File: src/rtl/keypad_entry.sv
// Keypad front end: synchronises and debounces 12 raw key lines, emits one ASCII
// character per press to the LCD controller, and keeps a BCD digit-entry buffer.
module keypad_entry #(
    parameter int DB_CNT = 1000000,
    parameter int CNT_W  = 20,
    parameter int DEPTH  = 16
) (
    input  logic               CLK,
    input  logic               RST,
    input  logic [11:0]        Keypad,
    input  logic               LCD_RDY,
    output logic               CHK,
    output logic [7:0]         LCD_DATA_in,
    output logic [4*DEPTH-1:0] ENTRY_BCD,
    output logic [4:0]         ENTRY_LEN,
    output logic               ENTRY_VALID
);

    typedef enum logic [1:0] {
        IDLE,
        EVENT,
        WAIT_REL
    } state_t;

    localparam int               IDX_W   = $clog2(DEPTH);
    localparam logic [CNT_W-1:0] CNT_MAX = CNT_W'(DB_CNT - 1);
    localparam logic [4:0]       FULL    = 5'(DEPTH);

    logic [11:0]             sync1;
    logic [11:0]             sync2;
    logic [11:0]             prev;
    logic [CNT_W-1:0]        db_cnt;
    logic                    stable;

    state_t                  state;
    logic [11:0]             key_q;
    logic [3:0]              digit;
    logic [DEPTH-1:0][3:0]   work_buf;
    logic [4:0]              work_len;
    logic [IDX_W-1:0]        wr_idx;
    logic [IDX_W-1:0]        del_idx;

    // NOTE: sequential state uses non-blocking assignments only, so every flop samples pre-edge values.
    always_ff @(posedge CLK) begin
        if (RST) begin
            sync1  <= '0;
            sync2  <= '0;
            prev   <= '0;
            db_cnt <= '0;
        end else begin
            sync1 <= Keypad;
            sync2 <= sync1;
            prev  <= sync2;
            if (sync2 != prev) begin
                db_cnt <= '0;
            end else if (db_cnt != CNT_MAX) begin
                db_cnt <= db_cnt + 1'b1;
            end
        end
    end

    // A pattern that changes on the very cycle the count saturates is not yet stable.
    assign stable = (db_cnt == CNT_MAX) && (sync2 == prev);

    // NOTE: default assignment first so no path leaves digit unassigned (no latch).
    always_comb begin
        digit = 4'd0;
        for (int i = 0; i < 10; i++) begin
            if (key_q[i]) begin
                digit = 4'(i);
            end
        end
    end

    assign wr_idx  = work_len[IDX_W-1:0];
    assign del_idx = wr_idx - 1'b1;

    // NOTE: the entry buffer is ordinary register state, so it is cleared on reset with everything else.
    always_ff @(posedge CLK) begin
        if (RST) begin
            state       <= IDLE;
            key_q       <= '0;
            work_buf    <= '0;
            work_len    <= '0;
            CHK         <= 1'b0;
            LCD_DATA_in <= 8'h00;
            ENTRY_BCD   <= '0;
            ENTRY_LEN   <= '0;
            ENTRY_VALID <= 1'b0;
        end else begin
            ENTRY_VALID <= 1'b0;
            if (CHK && LCD_RDY) begin
                CHK <= 1'b0;
            end

            case (state)
                IDLE: begin
                    // A single key waits here while a character is still pending.
                    if (stable && sync2 != '0) begin
                        if (!$onehot(sync2)) begin
                            state <= WAIT_REL;
                        end else if (!CHK) begin
                            key_q <= sync2;
                            state <= EVENT;
                        end
                    end
                end

                EVENT: begin
                    state <= WAIT_REL;
                    if (key_q[11]) begin
                        ENTRY_BCD   <= work_buf;
                        ENTRY_LEN   <= work_len;
                        ENTRY_VALID <= 1'b1;
                        work_buf    <= '0;
                        work_len    <= '0;
                        CHK         <= 1'b1;
                        LCD_DATA_in <= 8'h0D;
                    end else if (key_q[10]) begin
                        if (work_len != 5'd0) begin
                            work_buf[del_idx] <= 4'd0;
                            work_len          <= work_len - 5'd1;
                            CHK               <= 1'b1;
                            LCD_DATA_in       <= 8'h08;
                        end
                    end else if (work_len != FULL) begin
                        work_buf[wr_idx] <= digit;
                        work_len         <= work_len + 5'd1;
                        CHK              <= 1'b1;
                        LCD_DATA_in      <= {4'h3, digit};
                    end
                end

                WAIT_REL: begin
                    if (stable && sync2 == '0) begin
                        state <= IDLE;
                    end
                end

                default: state <= IDLE;
            endcase
        end
    end

endmodule

File: config.mk
export PLATFORM = sky130hd
export DESIGN_NAME = keypad_entry
export DESIGN_NICKNAME = d
export VERILOG_FILES = /design/src/rtl/keypad_entry.sv
export SDC_FILE = /design/constraint.sdc
export NUM_CORES = 1
export LEC_CHECK = 0
export ABC_AREA = 1
export ABC_CLOCK_PERIOD_IN_PS = 5700
export CAP_MARGIN = 20
export CORE_UTILIZATION = 57
export CTS_CLUSTER_DIAMETER = 60
export DETAILED_ROUTE_END_ITERATION = 10
export GPL_TIMING_DRIVEN = 0
export PLACE_DENSITY_LB_ADDON = 0.08
export SYNTH_ARGS = -nofsm -noshare
export SYNTH_HDL_FRONTEND = slang
export SYNTH_SLANG_ARGS = --single-unit
File: constraint.sdc
create_clock -name CLK -period 5.7 [get_ports CLK]
set_input_delay 0.855 -clock CLK [delete_from_list [all_inputs] [get_ports CLK]]
set_output_delay 0.855 -clock CLK [all_outputs]
set_load 0.01 [all_outputs]
# [Yosys cells after proc, flatten, opt, wreduce, memory -nomap -nowiden]
# Index checks and enable logic that the tools add are counted.
[totals] input_bits=15 out_inout_bits=79 word_cells=118 reg_bits=218
[op_classes] reduce_logical=17 muxes=38 n_lt_le_gt_ge=4 n_eq_ne=12 add_sub_neg=15 bitwise_logic=4
[op_table] cell="2-to-1 mux 64 bit" count=4
[op_table] cell="AND 64 bit" count=1
[op_table] cell="bitwise mux 64 bit" count=1
[op_table] cell="NOT 64 bit" count=1
[op_table] cell="2-to-1 mux 4 bit" count=10
[op_table] cell="demux 4 bit (select 4 bit)" count=2
[op_table] cell="2-to-1 mux 8 bit" count=4
[op_table] cell="adder 20 x 1 -> 20 bit (second input constant)" count=1
[op_table] cell="equality test 20 bit (second input constant)" count=1
[op_table] cell="2-to-1 mux 5 bit" count=4
[op_table] cell="inequality test 20 bit (second input constant)" count=1
[op_table] cell="adder 1 x 1 -> 2 bit" count=6
[op_table] cell="equality test 12 bit" count=1
[op_table] cell="logical NOT 12 bit" count=1
[op_table] cell="inequality test 12 bit" count=1
[op_table] cell="nonzero test 12 bit" count=1
[op_table] cell="< comparator 4 x 5 -> 1 bit (second input constant)" count=2
[op_table] cell="adder 2 x 2 -> 3 bit" count=3
[op_table] cell=">= comparator 4 x 1 -> 1 bit (second input constant)" count=2
[op_table] cell="2-to-1 mux 1 bit" count=8
[op_table] cell="2-to-1 mux 2 bit" count=4
[op_table] cell="logical AND 1 bit" count=6
[op_table] cell="one-hot mux 2 bit (3 select lines)" count=1
[op_table] cell="AND reduction 3 bit" count=2
[op_table] cell="19 further kinds" count=22

# [Logic depth before layout (Yosys ltp)]
# Gate-level depths: netlist (run 1).
[depth] word_depth=13 mapped_depth=18 mapped_depth_nobuf=17

# [Worst setup path before layout (run 1)]
# OpenSTA, ideal clock, no wires.
[synth_path] kind="reg2reg" from="register sync2[3]" to="register key_q[11]" arrival_time_ns=3.853 stages_incl_launch_ff=18 n_path_buf=1 path_slack_ns=1.734 cell_sequence="dfxtp_1 fa_1 fa_1 inv_1 fa_1 fa_1 inv_1 ha_1 inv_1 fa_1 nand2_1 nor4_1 nand2_1 inv_1 nand4_2 buf_2 nor2_1 nor2_1"
[synth_via] elab_chain_cells=6 word_cells_on_any_way=10
[synth_lines] element="from (decl)" line="30" text="logic [11:0] sync2;"
[synth_lines] element="from (signal assigned)" line="52" text="sync2 <= sync1;"
[synth_lines] element="adder 1 x 1 -> 2 bit (implied by the code)" line="100" text="if (!$onehot(sync2)) begin"
[synth_lines] element="adder 2 x 2 -> 3 bit (implied by the code)" line="100"
[synth_lines] element="adder 3 x 3 -> 4 bit (implied by the code)" line="100"
[synth_lines] element="adder 4 x 3 -> 4 bit (implied by the code)" line="100"
[synth_lines] element="equality test 4 x 1 -> 1 bit" line="100"
[synth_lines] element="AND reduction 4 bit (no line) (*)"
[synth_lines] element="to (signal assigned)" line="103" text="key_q <= sync2;"
[synth_lines] element="to (decl)" line="36" text="logic [11:0] key_q;"
# Every way passes the cells marked *; elsewhere a longest branch is shown, timed or not.
# A chain may end at the register's enable or synchronous reset.

# [Final worst setup path (run 1)]
[layout_path] from="register sync2[1]" to="register key_q[10]"
# The elaborated chain is that of the path after synthesis.

==> metrics.md, run 1 <==
| Metric | Value |
|---|---|
| Hold path start | sync1[0]$_SDFF_PP0_ |
| Data arrival, critical path | around 4.8 ns |
| Measured slew at the worst slew-check pin | about 0.83 ns |
| Clk root buf | clkbuf_16 |
| WHS Endpoint | sync2[0]$_SDFF_PP0_ |
| Post-CTS Setup Repair Bufs | 0 |
| Initial DRC count | slightly above 700 |
| Die Height | approximately 130 um |
| Power, Total | 3140 uW |
| Setup TNS | 0 ns |
| GR Overflow Total | 0 |
| Post-synth EDFFs | 0 |
| HPWL Detailed | roughly 17000 um |
| Post-place instance area | approximately 11000 um^2 |
| CTS Buf Count | 23 |
| Filler cells | about 1400 |
| Tcrit/Tclk final | between 70 and 80% |
| Post-synth top area cell | dfxtp_1 |
| Antenna cells | 0 |
| Min Tclk post-route | between 4 and 5 ns |
| Commonest non-fill, non-tap cells in the layout | nand2_1 (290), nor2_1 (261), dfxtp_1 (214) |
| Vias in the first global route | between 8000 and 9000 |
| Synth Register Bits | 214 |
| Area grow syn2layout | 20.3% |
| CTS resizes | 0 |
| Share of cells above drive strength 1 | ~6.3% |
| Cells on worst reg2reg path | 18 |
| Setup Crit Path Kind | reg2reg |
| Max_cap viols | 0 |
| Post-Place Cells | ~1700 |
| Clk_lat worst skew | 0.51 ns |
| Syn Std Cell Area | approximately 9600 um^2 |
| Crit path max fanout | 10 |
| Post-route cell area | roughly 12000 um^2 |
| Vias post-DR | a little under 9000 |
| Syn_area_per_cell | between 7 and 8 um^2 |
| Critical path required time | slightly above 6 ns |
| Rows | 47 |
| Post-synth top area share | 44.7% |
| Clock transition at the registers of the reported paths | roughly 0.060 ns |
| Floorplan core area | ~17000 um^2 |
| # IOs | 94 |
| Synth top area cells | dfxtp_1 (45%), nand2_1 (11%), nor2_1 (10%) |
| Post-DRT Antenna Nets | 0 |
| Number of H-tree levels | 1 |
| Via density | ~5.2 |
| Reg2Reg Setup Slack | around 1.3 ns |
| Starting Density | ~58% |
| Crit. End Element | flop |
| Hold depth | 2 |
| Initial antenna violation count | 0 |
| Final Hold Vio Count | 0 |
| Cts-stage hold buffer count | 0 |
| Multi-input combinational cell area | 4530 um^2 |
| Slew headroom | between 40% and 50% |
| Run status | complete, no violations |
| Hold slack | 0.399 ns |
| Routability-driven placement congestion ratio | about 0.93 |
| First-pass GRT wire length | 40800 um |
| Ys flop type | dfxtp_1 |
| Drt drc | 0 |
| Worst Hold Class | reg2reg |
| Final wirelength | ~25000 um |
| I/O Buffers | 90 |
| Layout Skew | 0.0123 ns |
| CTS sink count | 214 |
| Commonest non-fill, non-tap cell in the layout | nand2_1 |
| FF-to-FF Start | sync2[1]$_SDFF_PP0_ |
| TritonRoute pass-1 iters | 5 |
| Critical Path Start Type | flop |
| Register area share after synthesis | between 40% and 50% |
| Synth cell types | 40 |
| F_max | approximately 0.23 GHz |
| TritonCTS clock tree | yes |
| Layout Nets | between 1500 and 2000 |
| Synth Instances | 1353 |
| Final-report setup violation count | 0 |
| Die area | between 15000 and 20000 um^2 |
| Power Density | about 270 nW/um^2 |
| Max Slew Vio Count | 0 |
| Pleak | ~0.0048 uW |
| Area occupied by registers | about 4300 um^2 |
| Largest net degree at the start of global routing | 15 |
| Maximum VDD drop | approximately 0.21 mV |
| Reg2reg end | key_q[10]$_SDFFE_PP0P_ |
| Clock Path Buffers | 3 |
| RSZ-0062 raised after global routing | no |
| Synth async-reset ratio | 0% |
| Synth warnings | 0 |
| Total GRT Usage | 28.7% |
| Horiz. Die Dim | ~130 um |
| Final Instance Count excl. Fillers | around 1700 |
| DR WL/cell | 14.6 um |
## cell families after synthesis
group | synth area share, %
AO/OA/AOI/OAI | 15.1
XOR/XNOR | 1.10
adder cells (fa/ha/maj) | 2.85
buffers and inverters | 8.09
flip-flops | 44.7
other | 0.0391
AND/OR/NAND/NOR | 28.1
## where the power goes
| group | switching [uW] | leakage (uW) | internal [uW] |
|---|---|---|---|
| Clock | 594 | 0.000376 | 921 |
| Combinational | 68.8 | 0.00267 | 39.7 |
| Sequential | 8.97 | 0.00173 | 1510 |
| Total | 671 | 0.00477 | 2470 |
## layout make-up
cell class	count	share of cell area, %
Tap cell	220	2.39
Buffer	61	2.45
Clock inverter	10	1.13
Clock buffer	28	5.50
Inverter	130	4.28
Timing Repair Buffer	90	7.81
Multi-Input combinational cell	949	39.3
Sequential cell	214	37.2
## sequential cells by signal, summed over array words and instances (netlist names), 5 cells and up
register / cells
ENTRY_BCD: 64
work_buf: 64
db_cnt: 20
prev: 12
sync1: 12
sync2: 12
key_q: 11
ENTRY_LEN: 5
LCD_DATA_in: 5
work_len: 5
## Yosys cell counts (all sizes together), types with 8 or more instances
cell,n
fa,8
clkbuf,37
a21oi,112
dfxtp,214
buf,24
nor3,9
o21ai,132
nand4,8
ha,9
inv,128
nand3,77
nand2,293
nor2,267
## how the worst max path moves through the flow
stage	from	to	slack, ns	cells after the start
after floorplan	sync2[3]$_SDFF_PP0_	key_q[11]$_SDFFE_PP0P_	1.73	17
after global placement	sync2[1]$_SDFF_PP0_	key_q[11]$_SDFFE_PP0P_	1.40	17
after detailed placement	sync2[3]$_SDFF_PP0_	key_q[5]$_SDFFE_PP0P_	1.38	18
after CTS	sync2[3]$_SDFF_PP0_	key_q[10]$_SDFFE_PP0P_	1.34	18
after global routing	sync2[1]$_SDFF_PP0_	key_q[7]$_SDFFE_PP0P_	1.06	18
final	sync2[1]$_SDFF_PP0_	key_q[10]$_SDFFE_PP0P_	1.35	18
## critical path, stage by stage (launching register included)
cell and delay (ns):
dfxtp_1 0.46, fa_1 0.48, fa_1 0.51, inv_1 0.05
fa_1 0.49, fa_1 0.41, inv_1 0.07, ha_1 0.17
inv_1 0.06, fa_1 0.47, nand2_1 0.06, nor4_1 0.25
nand2_1 0.11, inv_1 0.11, nand4_2 0.14, buf_2 0.23
nand2_1 0.08, nand2_1 0.07, nor2_1 0.08
## through the flow
stage	setup slack [ns]	util, %
6_report	1.35	69.8
5_1_grt	1.06	69.8
4_1_cts	1.34	69.8
3_5_place_dp	1.38	65.2
3_3_place_gp	1.40	65.2
2_1_floorplan	1.73	-
## routing by layer
metal / track usage [%] / routed length [um] / share of wire (%)
met5: 0 / 0 / 0
met4: 11.3 / 841 / 3.4
met2: 46.7 / 11300 / 45
met1: 38.1 / 11000 / 44
met3: 4.71 / 1710 / 6.9
Power figures use the tool's default switching activity.
==> run 2, diff against run 1 <==
--- a/config.mk
+++ b/config.mk
@@ -6,9 +6,9 @@
 export NUM_CORES = 1
 export LEC_CHECK = 0
 export ABC_AREA = 1
-export ABC_CLOCK_PERIOD_IN_PS = 5700
+export ABC_CLOCK_PERIOD_IN_PS = 3600
 export CAP_MARGIN = 20
-export CORE_UTILIZATION = 57
+export CORE_UTILIZATION = 52
 export CTS_CLUSTER_DIAMETER = 60
 export DETAILED_ROUTE_END_ITERATION = 10
 export GPL_TIMING_DRIVEN = 0
==> constraint.sdc (replaced) <==
create_clock -name CLK -period 3.6 [get_ports CLK]
set_input_delay 0.54 -clock CLK [delete_from_list [all_inputs] [get_ports CLK]]
set_output_delay 0.54 -clock CLK [all_outputs]
set_load 0.01 [all_outputs]
==> run 2 against run 1 <==
Against the previous run:
- the run now ends with setup timing left
- clock power grew 64%
- first-iteration DRC count shrank 8.7%
- fmax grew 6.4%
- via count grew 1.1%
- setup slack lost 1.8 ns
- critical endpoint is now key_q[6]$_SDFFE_PP0P_
- highest routed layer unchanged
==> metrics.md, run 2 (synthesis results as in run 1) <==
| Metric | Value |
|---|---|
| Initial antenna violation count | 0 |
| Max_cap viols | 0 |
| RSZ-0062 raised after global routing | yes |
| Maximum VDD drop | 0.363 mV |
| Die area | 19000 um^2 |
| Critical Path Start Type | flop |
| Starting Density | between 50% and 60% |
| CTS Buf Count | 23 |
| Largest net degree at the start of global routing | 15 |
| First-pass GRT wire length | 39500 um |
| Reg2reg end | key_q[6]$_SDFFE_PP0P_ |
| Clock Path Buffers | 3 |
| Min Tclk post-route | roughly 4.1 ns |
| Final Instance Count excl. Fillers | approximately 1700 |
| Initial DRC count | between 600 and 700 |
| Area grow syn2layout | 22.3% |
| Post-DRT Antenna Nets | 0 |
| Failing checks | setup timing |
| Commonest non-fill, non-tap cell in the layout | nand2_1 |
| Setup TNS | -5.83 ns |
| Crit path max fanout | 6 |
| Drt drc | 0 |
| Power Density | ~430 nW/um^2 |
| Commonest non-fill, non-tap cells in the layout | nand2_1 (285), nor2_1 (255), dfxtp_1 (208) |
| Data arrival, critical path | 4.49 ns |
| TritonRoute pass-1 iters | 5 |
| Cells on worst reg2reg path | 17 |
| Vias in the first global route | about 8000 |
| Final Worst Setup Slack | -0.491 ns |
| Vias post-DR | between 9000 and 10000 |
| F_max | 0.244 GHz |
| Final-report setup violation count | 13 |
| Top flop regs | ENTRY_BCD (64), work_buf (64), db_cnt (20) |
| Total GRT Usage | a little over a quarter |
| Critical path required time | around 4.0 ns |
| Pleak | around 0.0049 uW |
| Worst Hold Class | reg2reg |
| Run status | finished, violations left |
| Number of H-tree levels | 1 |
| HPWL Detailed | roughly 17000 um |
| Post-Place Cells | ~1700 |
| I/O Buffers | 90 |
| Floorplan core area | 18000 um^2 |
| TritonCTS clock tree | yes |
| Post-place instance area | around 11000 um^2 |
| Layout Skew | ~0.018 ns |
| Via density | around 5.2 |
| Measured slew at the worst slew-check pin | a little under 1 ns |
| # IOs | 94 |
| Die Height | approximately 140 um |
| Antenna cells | 0 |
| Setup Crit Path Kind | reg2reg |
| Post-route cell area | 11700 um^2 |
| Clock transition at the registers of the reported paths | approximately 0.060 ns |
| Clk root buf | clkbuf_16 |
| CP Launch Point | sync2[7]$_SDFF_PP0_ |
| Tcrit/Tclk final | 114% |
| Horiz. Die Dim | about 140 um |
| Clk_lat worst skew | between 0.5 and 0.6 ns |
| GR Overflow Total | 0 |
| DR WL/cell | 14.5 um |
| Hold path start | sync1[3]$_SDFF_PP0_ |
| Crit. End Element | flop |
| Final wirelength | ~25000 um |
| Crit path to | key_q[6]$_SDFFE_PP0P_ |
| Routability-driven placement congestion ratio | 0.861 |
| Slew headroom | about 35% |
| Max Slew Vio Count | 0 |
| Reg2Reg Setup Slack | -0.49 ns |
| FF-to-FF Start | sync2[7]$_SDFF_PP0_ |
| Final Hold Vio Count | 0 |
| Share of cells above drive strength 1 | roughly 8.4% |
| Rows | roughly 50 |
| CTS sink count | between 200 and 250 |
| Cts-stage hold buffer count | 0 |
| Layout Nets | around 1500 |
run 2: cell type report:
| class | count | area [um^2] |
|---|---|---|
| fillers | 1687 | 6300 |
| clock inverters | 14 | 180 |
| clock buffers | 26 | 617 |
| plain buffers | 61 | 295 |
| repair buffers | 99 | 972 |
| flip-flops and latches | 214 | 4300 |
| inverters | 130 | 493 |
| well taps | 229 | 287 |
| multi-input cells | 949 | 4580 |
run 2: power breakdown:
group | total, uW | leakage (uW) | switching [uW] | internal [uW]
Clock | 2470 | 0.000398 | 955 | 1520
Sequential | 2400 | 0.00173 | 12.6 | 2380
Combinational | 204 | 0.00272 | 122 | 81.8
Total | 5070 | 0.00485 | 1090 | 3980
run 2: layer usage:
metal	track usage [%]	part of all wire, %	vias to the layer above
met1	36.4	46	4118
li1	-	-	4563
met2	42.4	45	305
met3	4.75	7.0	40
met4	7.55	2.1	0
met5	0	0	-
run 2: worst min path at each step:
stage | endpoint | slack [ns] | cells after the start
after floorplan | sync2[3]$_SDFF_PP0_ | 0.38 | 2
after global placement | sync2[11]$_SDFF_PP0_ | 0.39 | 2
after detailed placement | sync2[3]$_SDFF_PP0_ | 0.39 | 2
after CTS | sync2[7]$_SDFF_PP0_ | 0.39 | 2
after global routing | sync2[3]$_SDFF_PP0_ | 0.40 | 2
final | sync2[3]$_SDFF_PP0_ | 0.38 | 2
run 2: timing repair:
action | in CTS | in global routing
pin swaps | 3 | 3
cloned | 2 | 0
gates resized for setup | 15 | 12
endpoints found under the hold margin | 0 | 0
setup buffers | 5 | 2
endpoints found under the setup margin | 13 | 13
run 2: critical path: stages, from the launching register on:
cell	delay (ns)
dfxtp_4	0.37
fa_1	0.50
fa_1	0.51
inv_1	0.05
fa_1	0.49
fa_1	0.41
inv_1	0.07
ha_2	0.18
inv_2	0.04
fa_1	0.47
nand2_1	0.05
nor4_1	0.15
nand2_1	0.13
inv_2	0.09
nand4_4	0.14
buf_4	0.21
nor2_1	0.08
nor2_1	0.05
run 2: through the flow:
stage	power (uW)	worst slack [ns]	hold WS, ns	utilization (%)
global placement	2620	-0.485	0.391	59.9
global route	5230	-0.670	0.395	65.0
finish	5070	-0.491	0.383	65.0
floorplan	2570	-0.238	0.381	-
CTS	5110	-0.483	0.388	64.8
detailed placement	2630	-0.516	0.390	59.9
